File: src/rtl/cache_mem_arbiter.sv
// cache_mem_arbiter: shares the single memory line port between I-cache and D-cache.
// Optional macro ARB_ROUND_ROBIN_EN: round-robin tie breaking; undefined means D-cache wins every tie.
module cache_mem_arbiter #(
    parameter int ADDR_W = 32,
    parameter int LINE_W = 256
) (
    input  logic              clk,
    input  logic              rst,
    input  logic              i_read,
    input  logic [ADDR_W-1:0] i_address,
    output logic [LINE_W-1:0] i_rdata,
    output logic              i_resp,
    input  logic              d_read,
    input  logic              d_write,
    input  logic [ADDR_W-1:0] d_address,
    input  logic [LINE_W-1:0] d_wdata,
    output logic [LINE_W-1:0] d_rdata,
    output logic              d_resp,
    output logic              pmem_read,
    output logic              pmem_write,
    output logic [ADDR_W-1:0] pmem_address,
    output logic [LINE_W-1:0] pmem_wdata,
    input  logic [LINE_W-1:0] pmem_rdata,
    input  logic              pmem_resp
);

    typedef enum logic [1:0] {
        IDLE    = 2'b00,
        SERVE_I = 2'b01,
        SERVE_D = 2'b10
    } state_t;

    state_t            state_r;
    state_t            state_next_s;
    logic [ADDR_W-1:0] addr_r;
    logic [LINE_W-1:0] wdata_r;
    logic              op_r;        // 1 = line writeback, 0 = line read
    logic              d_req_s;
    logic              grant_i_s;
    logic              grant_d_s;
    logic              tie_to_d_s;

    assign d_req_s = d_read | d_write;

`ifdef ARB_ROUND_ROBIN_EN
    logic last_grant_r;             // 0 = I-cache, 1 = D-cache

    // Remember the most recent grant so a tie goes to the other client
    always_ff @(posedge clk or posedge rst) begin
        if (rst) begin
            last_grant_r <= 1'b0;
        end else if (grant_d_s) begin
            last_grant_r <= 1'b1;
        end else if (grant_i_s) begin
            last_grant_r <= 1'b0;
        end else begin
            last_grant_r <= last_grant_r;
        end
    end

    assign tie_to_d_s = (last_grant_r == 1'b0);
`else
    assign tie_to_d_s = 1'b1;
`endif

    // Grant decode, next state, memory strobes and client responses
    always_comb begin
        state_next_s = state_r;
        grant_i_s    = 1'b0;
        grant_d_s    = 1'b0;
        pmem_read    = 1'b0;
        pmem_write   = 1'b0;
        i_resp       = 1'b0;
        d_resp       = 1'b0;
        i_rdata      = {LINE_W{1'b0}};
        d_rdata      = {LINE_W{1'b0}};
        case (state_r)
            IDLE: begin
                if (i_read && d_req_s) begin
                    grant_d_s = tie_to_d_s;
                    grant_i_s = ~tie_to_d_s;
                end else if (i_read) begin
                    grant_i_s = 1'b1;
                end else if (d_req_s) begin
                    grant_d_s = 1'b1;
                end else begin
                    grant_i_s = 1'b0;
                    grant_d_s = 1'b0;
                end
                if (grant_d_s) begin
                    state_next_s = SERVE_D;
                end else if (grant_i_s) begin
                    state_next_s = SERVE_I;
                end else begin
                    state_next_s = IDLE;
                end
            end
            SERVE_I: begin
                pmem_read = 1'b1;
                i_rdata   = pmem_rdata;
                if (pmem_resp) begin
                    i_resp       = 1'b1;
                    state_next_s = IDLE;
                end else begin
                    state_next_s = SERVE_I;
                end
            end
            SERVE_D: begin
                pmem_read  = ~op_r;
                pmem_write = op_r;
                d_rdata    = pmem_rdata;
                if (pmem_resp) begin
                    d_resp       = 1'b1;
                    state_next_s = IDLE;
                end else begin
                    state_next_s = SERVE_D;
                end
            end
            default: begin
                state_next_s = IDLE;
            end
        endcase
    end

    // State register plus capture of the granted request's address, op and write data
    always_ff @(posedge clk or posedge rst) begin
        if (rst) begin
            state_r <= IDLE;
            addr_r  <= {ADDR_W{1'b0}};
            wdata_r <= {LINE_W{1'b0}};
            op_r    <= 1'b0;
        end else begin
            state_r <= state_next_s;
            if (grant_d_s) begin
                addr_r <= d_address;
                op_r   <= d_write;
                if (d_write) begin
                    wdata_r <= d_wdata;
                end else begin
                    wdata_r <= wdata_r;
                end
            end else if (grant_i_s) begin
                addr_r  <= i_address;
                op_r    <= 1'b0;
                wdata_r <= wdata_r;
            end else begin
                addr_r  <= addr_r;
                op_r    <= op_r;
                wdata_r <= wdata_r;
            end
        end
    end

    assign pmem_address = addr_r;
    assign pmem_wdata   = wdata_r;

endmodule

File: config.mk
export PLATFORM = sky130hd
export DESIGN_NAME = cache_mem_arbiter
export DESIGN_NICKNAME = d
export VERILOG_FILES = /design/src/rtl/cache_mem_arbiter.sv
export SDC_FILE = /design/constraint.sdc
export NUM_CORES = 1
export LEC_CHECK = 0
export CORE_AREA = 2 2 538 540
export CTS_BUF_LIST = sky130_fd_sc_hd__clkbuf_2 sky130_fd_sc_hd__clkbuf_4 sky130_fd_sc_hd__clkbuf_8
export CTS_CLUSTER_DIAMETER = 100
export DETAILED_ROUTE_END_ITERATION = 7
export DIE_AREA = 0 0 540 542
export GPL_TIMING_DRIVEN = 0
export MAX_ROUTING_LAYER = met4
export PLACE_DENSITY = 0.32
export SLEW_MARGIN = 20
export SYNTH_ARGS = -nofsm -noshare
export SYNTH_HDL_FRONTEND = slang
export SYNTH_SLANG_ARGS = --single-unit
export TNS_END_PERCENT = 100
File: constraint.sdc
create_clock -name clk -period 19.45 [get_ports clk]
set_input_delay 1.945 -clock clk [delete_from_list [all_inputs] [get_ports clk]]
set_output_delay 1.945 -clock clk [all_outputs]
set_load 0.02 [all_outputs]
* Yosys cells after proc, flatten, opt, wreduce, memory -nomap -nowiden
Index checks and enable logic that the tools add are counted.
** Storage, ports and cells
- Register bits after elaboration :: 291
- Latch bits :: 0
- RAM bits :: 0
- Memory bits (read-only) :: 0
- Input bits :: 582
- Output and inout port bits :: 804
- Word-level logic and storage cells :: 37
- Memories :: 0
** Cells by class
- Add/sub/neg operators :: 0
- $mul :: 0
- Divide/modulo/power cells :: 0
- $lt $le $gt $ge :: 0
- Equal/unequal tests :: 2
- Shift operators :: 0
- Multiplexer cells :: 25
- Bitwise operators :: 2
- Reductions and logical operators :: 4
** Operator list (number)
- $mux 256 :: 2
- $mux 32 :: 2
- $mux 1 :: 17
- $pmux 2 s3 :: 1
- $mux 2 :: 2
- $eq 2x1->1 const B :: 1
- $eq 2x2->1 const B :: 1
- $logic_not 2->1 :: 1
- $pmux 1 s2 :: 1
- $reduce_and 2->1 :: 1
- $reduce_bool 2->1 :: 1
- $logic_and 1x1->1 :: 1
- $not 1->1 :: 1
- $or 1x1->1 :: 1

* Longest topological paths before layout
Gate-level depths: netlist of the first run.
- Depth in word-level cells :: 7
- Mapped depth :: 7
- Mapped depth without buffers :: 5

* Least setup slack after synthesis of the first run
OpenSTA, ideal clock, no wires.
- Path kind :: input to output
- Start point :: input port pmem_rdata[250]
- End point :: output port d_rdata[250]
- Arrival time :: 2.161 ns
- Required time :: 17.505 ns
- Slack :: 15.344 ns
- Cell stages on the path :: 1
- Buffers on the path :: 0
- Cells stage by stage :: and2_1
** On the way
- Word-level cells in the longest chain between the ends :: 1
** RTL lines
- start: declaration :: line 23 : input logic [LINE_W-1:0] pmem_rdata,
- $mux 256 :: line 77 : case (state_r)
- end: declaration :: line 17 : output logic [LINE_W-1:0] d_rdata,
No other way between the ends.

* Worst setup path after layout of the first run
- Start point :: register state_r[0]
- End point :: output port pmem_write
** On the way
- Word-level cells in the longest chain between the ends :: 2
** RTL lines
- start: declaration :: line 33 : state_t state_r;
- start signal: assignment :: line 133 : state_r <= state_next_s;
- $eq 2x2->1 :: line 77
- $mux 1 :: line 77
- end: declaration :: line 20 : output logic pmem_write,
No other way between the ends.

==> run_results.csv, run 1 <==
group,metric,value,unit
clock_network,clk_pin_slew_worst_paths,0.05,ns
sta,fmax,163,MHz
sta,hold_viol,0,
global_routing,overflow,0,
worst_setup_path,reg2reg_slack,16.98,ns
synth,synth_cells,1272,
synth,synth.net_count,1858,
outcome,outcome,"finished, final reports clean",
synth,yosysWarnings,0,
synth,ys_seq_elements,291,
route,routed_wl,185000,µm
sta,clock_skew,0.0713,ns
sta,period_minus_slack,6.15,ns
sta,setup_tns,0,ns
placement,gp_congestion,0.931,
final_layout,drive_above_1_share,14.7,%
global_routing,grt_pass1_wl,225000,µm
worst_setup_path,worstSetupEndpointType,"primary output",
route,drt-initial-drc-count,649,
final_layout,finalNonFillerCells,6593,
pwr,power_density,140,nW/µm²
clock_network,cts_buffer_depth,3,
route,firstDrtPassIters,5,
clock_network,cts_sinks,291,
min_path,min_path_type,"reg2reg",
clock_network,h-tree-depth,2,
die,die_width,540,µm
clock_network,postCtsSetupBuffers,0,
die,die-height,542,µm
clock_network,cts.repair.resized,0,
die,ios,1386,
route,wl_per_cell,28.0,µm
worst_setup_path,cp.required,17.50,ns
clock_network,clockRootBuffer,"clkbuf_8",
synth,synth.distinct_cells,18,
die,initial_core_util,5.11,%
clock_network,cts.hold.buffers_added,0,
worst_setup_path,cp_max_fo,11,
placement,port_buffers,1385,
sta,finalSetupViolations,0,
synth,syn_area,14700,µm²
clock_network,clock_latency,0.79,ns
route,post-route-drc-count,0,
die,die_area,293000,µm²
worst_setup_path,critPathArrivalTime,4.20,ns
global_routing,grtUsageTotal,12.5,%
worst_setup_path,crit_type,"reg2out",
route,via_count,16800,
placement,dp_cells,6442,
synth,synth-seq-area-share,49.6,%
die,core,287000,µm²
sta,period_share,31.6,%
global_routing,antenna_found_initial,146,
clock_network,tritoncts,"yes",
die,rows,197,
route,vias_per_cell,2.54,
sta,finalMaxSlewViolations,0,
final_layout,syn_to_final_growth,137,%
global_routing,grt_start_max_net_pins,80,
worst_setup_path,critPathLaunchType,"register",
route,antenna_left,0,
sta,slew_headroom,41.2,%
flow_run,maxCapViolations,0,
clock_network,cts_buffers,61,
pwr,p_leak,12.6,nW
sta,worst_pin_slew,0.883,ns
pwr,peakVddDrop,0.0000693,V
final_layout,final_util,12.1,%
global_routing,grt_pass1_vias,17800,
final_layout,fin_nets,3310,
final_layout,mostFrequentLayoutCell,"clkdlybuf4s50_1",
final_layout,layout_common_cells,"clkdlybuf4s50_1, and2_1, dfrtp_1, mux2_2, clkbuf_8",
synth,syn_avg_cell_area,11.5,µm²
placement,dp_hpwl,168000,µm
sta,rsz0062_at_grt,"no",
[registers in the layout, summed over array words and instances, names as in the netlist]
register / count
state_r: 2
pmem_address: 32
op_r: 1
pmem_wdata: 256
[path summary, 6_finish.rpt]
kind                                     start               to  cells past startpoint
min in group asynchronous                  rst   pmem_wdata[82]                      2
worst min-delay path            pmem_wdata[54]   pmem_wdata[54]                      1
worst min register to register  pmem_wdata[54]   pmem_wdata[54]                      1
worst max register to register      state_r[0]  pmem_wdata[122]                      6
worst max-delay path                state_r[0]       pmem_write                      7
max in group asynchronous                  rst       state_r[0]                      4
[Yosys cell counts]
cell | n | area [µm²]
inv_1 | 4 | 15.0
ha_1 | 4 | 50.1
a21boi_0 | 1 | 7.51
buf_2 | 9 | 45.0
a21oi_1 | 33 | 165
clkbuf_1 | 58 | 218
nor2_1 | 33 | 124
mux2_2 | 256 | 2880
dfrtp_1 | 291 | 7280
and2_1 | 515 | 3220
buf_6 | 23 | 259
buf_4 | 5 | 37.5
nand2_1 | 3 | 11.3
o21ai_1 | 1 | 5.00
mux2i_1 | 32 | 320
nand3_1 | 1 | 5.00
o32a_1 | 1 | 10.0
nand2b_1 | 2 | 12.5
[cell families after synthesis]
family,Yosys count,share of synthesized area [%]
AO/OA/AOI/OAI,36,1.28
buffers and inverters,99,3.91
adder cells (fa/ha/maj),4,0.341
AND/OR/NAND/NOR,554,23.0
flip-flops,291,49.6
multiplexers,288,21.8
[critical path, cell delays in order (launching register included)]
cell and delay [ns]:
dfrtp_1 0.40, inv_1 0.09, ha_1 0.13, buf_2 0.54, clkbuf_1 0.61, clkbuf_2 0.53
and2_1 0.30, clkdlybuf4s50_1 0.85
[cell type report]
type / instances / area (µm²)
antenna: 48 / 120
clock inverter: 6 / 131
fill: 32800 / 252000
tap: 3781 / 4730
multi-input combinational: 882 / 6820
inverter: 4 / 22.5
sequential: 291 / 7280
buffer: 95 / 563
clock buffer: 97 / 1200
timing repair buffer: 1389 / 14000
[power breakdown]
part,leakage [nW],internal (W),switching (W),total (W)
Combinational,8.50,0.00134,0.00167,0.00302
Sequential,3.40,0.000917,0.000193,0.00111
Clock,0.704,0.000427,0.000325,0.000752
Total,12.6,0.00269,0.00219,0.00488
[metal layers]
metal	GRT usage (%)	vias to the layer above	routed length [µm]
met5	-	-	0
met4	3.27	0	5820
met3	5.50	300	19700
met2	21.2	1246	89600
met1	13.2	8110	69500
li1	-	7096	-
[metrics by stage]
stage                     area, µm²  worst slack [ns]  hold WS (ns)  power (W)
after detailed placement      33400             13.53         0.492    0.00419
after CTS                     34700             12.66         0.509    0.00501
after floorplan               14700              9.47         0.473    0.00236
final                         34800             13.30         0.503    0.00488
after global placement        33300              3.07         0.487    0.00421
after global routing          34800             12.87         0.520    0.00519
Note: power is estimated with default switching activity, not from simulation.
==> run 2: changes to the inputs <==
--- a/config.mk
+++ b/config.mk
@@ -5,14 +5,14 @@
 export SDC_FILE = /design/constraint.sdc
 export NUM_CORES = 1
 export LEC_CHECK = 0
-export CORE_AREA = 2 2 538 540
+export CORE_AREA = 2 2 543 545
 export CTS_BUF_LIST = sky130_fd_sc_hd__clkbuf_2 sky130_fd_sc_hd__clkbuf_4 sky130_fd_sc_hd__clkbuf_8
 export CTS_CLUSTER_DIAMETER = 100
 export DETAILED_ROUTE_END_ITERATION = 7
-export DIE_AREA = 0 0 540 542
+export DIE_AREA = 0 0 545 547
 export GPL_TIMING_DRIVEN = 0
 export MAX_ROUTING_LAYER = met4
-export PLACE_DENSITY = 0.32
+export PLACE_DENSITY = 0.33
 export SLEW_MARGIN = 20
 export SYNTH_ARGS = -nofsm -noshare
 export SYNTH_HDL_FRONTEND = slang
==> constraint.sdc (replaced) <==
create_clock -name clk -period 5.43 [get_ports clk]
set_input_delay 0.543 -clock clk [delete_from_list [all_inputs] [get_ports clk]]
set_output_delay 0.543 -clock clk [all_outputs]
set_load 0.02 [all_outputs]
==> run 2 against run 1 <==
Net effect: setup slack worse by 13 ns; final cell count is 2.2% higher; sequential power grew to 3.6 times the previous value; critical path type unchanged.
==> run_results.csv, run 2 (same netlist as run 1, synthesis figures left out) <==
group,metric,value,unit
final_layout,drive_above_1_share,15.2,%
worst_setup_path,max_stage_delay,0.88,ns
global_routing,grt_pass1_wl,230000,µm
worst_setup_path,reg2reg_slack,2.92,ns
final_layout,fin_nets,3323,
route,wl_per_cell,28.5,µm
clock_network,cts_sinks,291,
die,rows,199,
sta,hold_viol,0,
worst_setup_path,critPathArrivalTime,4.17,ns
sta,worst_pin_slew,0.929,ns
final_layout,mostFrequentLayoutCell,"clkdlybuf4s50_1",
final_layout,layout_common_cells,"clkdlybuf4s50_1, and2_1, dfrtp_1, mux2_2, clkbuf_8",
clock_network,cts.hold.buffers_added,0,
final_layout,final_util,12.0,%
sta,slew_headroom,38.1,%
sta,finalSetupViolations,0,
die,ios,1386,
global_routing,antenna_found_initial,161,
worst_setup_path,critPathLaunchType,"register",
route,drt-initial-drc-count,687,
clock_network,tritoncts,"yes",
sta,period_share,86.9,%
clock_network,cts_buffer_depth,3,
pwr,p_seq_share,22.5,%
worst_setup_path,cp_max_fo,10,
worst_setup_path,r2r-start,"state_r[0]",
sta,setup_tns,0,ns
pwr,comb_power_share,61.3,%
sta,fmax,212,MHz
placement,place_ws,0.954,ns
die,die_width,545,µm
placement,gp_congestion,0.904,
min_path,min_path_type,"in2async",
clock_network,cts_buffers,67,
final_layout,syn_to_final_growth,140,%
pwr,p_sw_share,45.8,%
worst_setup_path,r2r_end,"pmem_wdata[14]",
outcome,outcome,"finished, final reports clean",
global_routing,grtUsageTotal,12.8,%
route,vias_per_cell,2.48,
final_layout,largest_register_ffs,256,
route,firstDrtPassIters,5,
worst_setup_path,path_common_cell,"clkbuf_1",
clock_network,clockRootBuffer,"clkbuf_8",
placement,dp_hpwl,175000,µm
flow_run,maxCapViolations,0,
sta,finalMaxSlewViolations,0,
clock_network,cts.repair.resized,0,
clock_network,clock_latency,0.75,ns
route,post-route-drc-count,0,
die,core,293000,µm²
sta,layout_setup_ws,0.713,ns
worst_setup_path,cp.required,4.89,ns
clock_network,clk_pin_slew_worst_paths,0.06,ns
worst_setup_path,cp_slowest_cell,"clkdlybuf4s50_1",
pwr,peakVddDrop,0.000295,V
placement,port_buffers,1385,
worst_setup_path,worstSetupEndpointType,"primary output",
pwr,p_sw,0.00822,W
route,routed_wl,192000,µm
sta,rsz0062_at_grt,"no",
sta,period_minus_slack,4.72,ns
pwr,clock_power_share,16.2,%
clock_network,h-tree-depth,3,
pwr,power,0.0180,W
pwr,p_leak,12.7,nW
pwr,power_density,510,nW/µm²
worst_setup_path,crit_type,"reg2out",
global_routing,overflow,0,
route,antenna_left,0,
global_routing,grt_pass1_vias,17600,
worst_setup_path,critical_path.cell_chain,"inv_1 -> ha_1 -> clkbuf_1 -> clkbuf_1 -> and2_1 -> clkdlybuf4s50_1",
global_routing,grt_start_max_net_pins,31,
worst_setup_path,r2r_cells,6,
die,die-height,547,µm
sta,clock_skew,0.0585,ns
clock_network,postCtsSetupBuffers,0,
die,die_area,298000,µm²
route,via_count,16700,
die,initial_core_util,5.01,%
pwr,p_int,0.00974,W
## run 2: critical path: cells and delay by family, from the launching register on
family,cells,cell delay (ns)
and+or+nand+nor,1,0.22
buffers and inverters,4,2.19
DFF,1,0.39
adders and majority gates,1,0.64
## run 2: layout make-up
cell class,count,area [µm²]
clock buffers,104,1300
fillers,33500,257000
plain buffers,95,561
repair buffers,1396,14100
flip-flops and latches,291,7280
clock inverters,14,171
diodes,34,85.1
inverters,4,18.8
multi-input cells,882,6820
well taps,3919,4900
## run 2: worst max path at each step
stage / start / to / slack [ns] / cells after the start
after CTS: state_r[1] / i_resp / 0.11 / 6
final: state_r[1] / i_resp / 0.71 / 6
after global routing: state_r[1] / i_resp / 0.24 / 6
after detailed placement: state_r[1] / i_resp / 0.95 / 6
after floorplan: rst / op_r / 1.03 / 1
after global placement: rst / pmem_wdata[89] / -2.39 / 2
## run 2: power groups by stage
| stage | clock, W | combinational, W | sequential [W] |
|---|---|---|---|
| 6_report | 0.00290 | 0.0110 | 0.00404 |
| 5_1_grt | 0.00316 | 0.0118 | 0.00419 |
| 4_1_cts | 0.00307 | 0.0114 | 0.00406 |
| 3_5_place_dp | 0 | 0.0113 | 0.00405 |
| 3_3_place_gp | 0 | 0.0114 | 0.00404 |
| 2_1_floorplan | 0 | 0.00326 | 0.00519 |
## run 2: layer usage
metal / part of all wire [%] / track usage, %
met1: 35 / 12.7
met2: 51 / 22.6
met3: 11 / 5.68
met4: 2.8 / 3.29
met5: 0 / -
## run 2: per-stage QoR
stage	cell area (µm²)	std cells	hold slack (ns)
after floorplan	14700	1272	0.473
after global placement	33400	6576	0.487
after detailed placement	33700	6587	0.492
after CTS	35100	6705	0.188
after global routing	35200	6731	0.242
final	35200	6739	0.283
==> edit, RTL diff (flow settings as in run 1) <==
Register the input `d_read` before use, with the module's reset. The logic sees it one clock later. The other inputs are not delayed to match.
--- a/src/rtl/cache_mem_arbiter.sv
+++ b/src/rtl/cache_mem_arbiter.sv
@@ -30,6 +30,16 @@
         SERVE_D = 2'b10
     } state_t;
 
+    logic d_read_q;
+
+    always_ff @(posedge clk or posedge rst) begin
+        if (rst) begin
+            d_read_q <= '0;
+        end else begin
+            d_read_q <= d_read;
+        end
+    end
+
     state_t            state_r;
     state_t            state_next_s;
     logic [ADDR_W-1:0] addr_r;
@@ -40,7 +50,7 @@
     logic              grant_d_s;
     logic              tie_to_d_s;
 
-    assign d_req_s = d_read | d_write;
+    assign d_req_s = d_read_q | d_write;
 
 `ifdef ARB_ROUND_ROBIN_EN
     logic last_grant_r;             // 0 = I-cache, 1 = D-cache
Formal check against the unedited RTL: not equivalent (a bounded check fails within 4 cycles, from zero or initial values and one cycle with rst high).
==> edit against run 1 <==
Setup slack improved by 500 ps. Critical endpoint is now d_rdata[88]. Power up 2.7%. Cell area increased by 2.3%. Non-clock buffer count grew 2. Area after synthesis grew 6.2%. Sequential cell count up 1. Wire length down 4.0%. Critical path type unchanged. Critical path depth up 1.
==> edit: results (changes against run 1) <==
| Metric | Value |
|---|---|
| Hold Worst Slack | 487 ps (-16.7 ps) |
| Crit Path Max Fanout | 10 (-1) |
| Met3 GRT Util | 4.33% (-1.2 points) |
| Seq. cell area | 7310 um^2 (+0.34%) |
| Slew HR | 44.0% (+2.8 points) |
| DRT Pass-1 Iters | 6 (+1) |
| Final nets | 3,343 (+1.0%) |
| Fillers | 32,686 (-0.41%) |
| RePlAce Congestion | 0.912 (-2.0%) |
| Placed cell areas | 34,300 um^2 (+2.8%) |
| Num CTS Buffers | 59 (-3.3%) |
| Leakage power | 13.8 nW (+9.9%) |
| Reg-to-reg setup timing slack | 17,120 ps (+140 ps) |
| Outcome | finished, final reports clean |
| Wl on met1 | 71,700 um (+3.2%) |
| Final wirelength | 177,000 um (-4.0%) |
| Yosys cell types | 22 (+4) |
| Layout cells sized above 1 | 13.3% (-1.4 points) |
| Sequential fraction of the synthesis area | 46.9% (-2.7 points) |
| Detail Placement HPWL | 160,000 um (-4.5%) |
| Most common library cells after synthesis | and2_1 (515), dfrtp_1 (292), mux2_4 (200) |
| Final clock skew | 51.8 ps (-19.4 ps) |
| First-pass GRT wire length | 218,000 um (-3.1%) |
| All-Layer GR Usage | 12.0% (-0.54 points) |
| Worst EP arrival | 3710 ps (-490 ps) |
| Syn_nets | 1,892 (+1.8%) |
| Largest net degree at the start of global routing | 86 (+7.5%) |
| Met2 WL | 84,900 um (-5.3%) |
| Vias in the first global route | 17,848 (+0.48%) |
| Ranking of synthesized cells by area | dfrtp_1 (47%), and2_1 (21%), mux2_4 (19%) |
| GR Layer Usage met1 | 13.6% (+0.37 points) |
| Slowest stage delay, CP | 700 ps (-150 ps) |
[edit: changes by cell type after synthesis, moves of 33 or more]
| cell | before | now |
|---|---|---|
| mux2_2 | 256 | 16 |
| mux2_4 | 0 | 200 |
| inv_1 | 4 | 99 |
| mux2_1 | 0 | 40 |
| nor2_1 | 33 | 0 |
[edit: cell type report]
class,count,area share (%)
inverters,99,1.06
clock inverters,11,0.421
flip-flops and latches,292,20.5
repair buffers,1390,39.3
diodes,18,0.126
multi-input cells,819,20.5
clock buffers,92,3.18
plain buffers,96,1.65
well taps,3781,13.3
[edit: metrics by stage]
stage               setup slack (ps)  cells
floorplan                       9440   1306
global route                   13510   6587
detailed placement             13820   6477
CTS                            13500   6580
finish                         13800   6598
global placement                3740   6472
[edit: worst paths after layout]
| path | from | to | cells past startpoint |
|---|---|---|---|
| min in group asynchronous | rst | pmem_wdata[133] | 2 |
| max in group asynchronous | rst | pmem_wdata[20] | 4 |
| worst max-delay path | state_r[0] | d_rdata[88] | 8 |
| worst max register to register | state_r[0] | pmem_wdata[131] | 6 |
| worst min register to register | pmem_wdata[129] | pmem_wdata[129] | 1 |
| worst min-delay path | pmem_wdata[129] | pmem_wdata[129] | 1 |
[edit: where the power goes]
group	internal, mW	switching, mW
Clock	0.409	0.307
Combinational	1.48	1.69
Sequential	0.919	0.209
[edit: cells by family (layout without fill, tap and decap cells)]
logic type	Yosys count	in the layout	share of synthesized area (%)
adder cells (fa/ha/maj)	4	4	0.321
other	0	18	0
buffers and inverters	195	1688	6.13
multiplexers	256	256	23.3
AND/OR/NAND/NOR	520	520	20.9
flip-flops	292	292	46.9
AO/OA/AOI/OAI	39	39	2.42
[edit: worst max-delay path, delay by kind of cell (launching register included)]
family	cells	cell delay (ps)
simple gates	1	220
buf+inv	6	2200
fa+ha+maj	1	140
flops	1	400
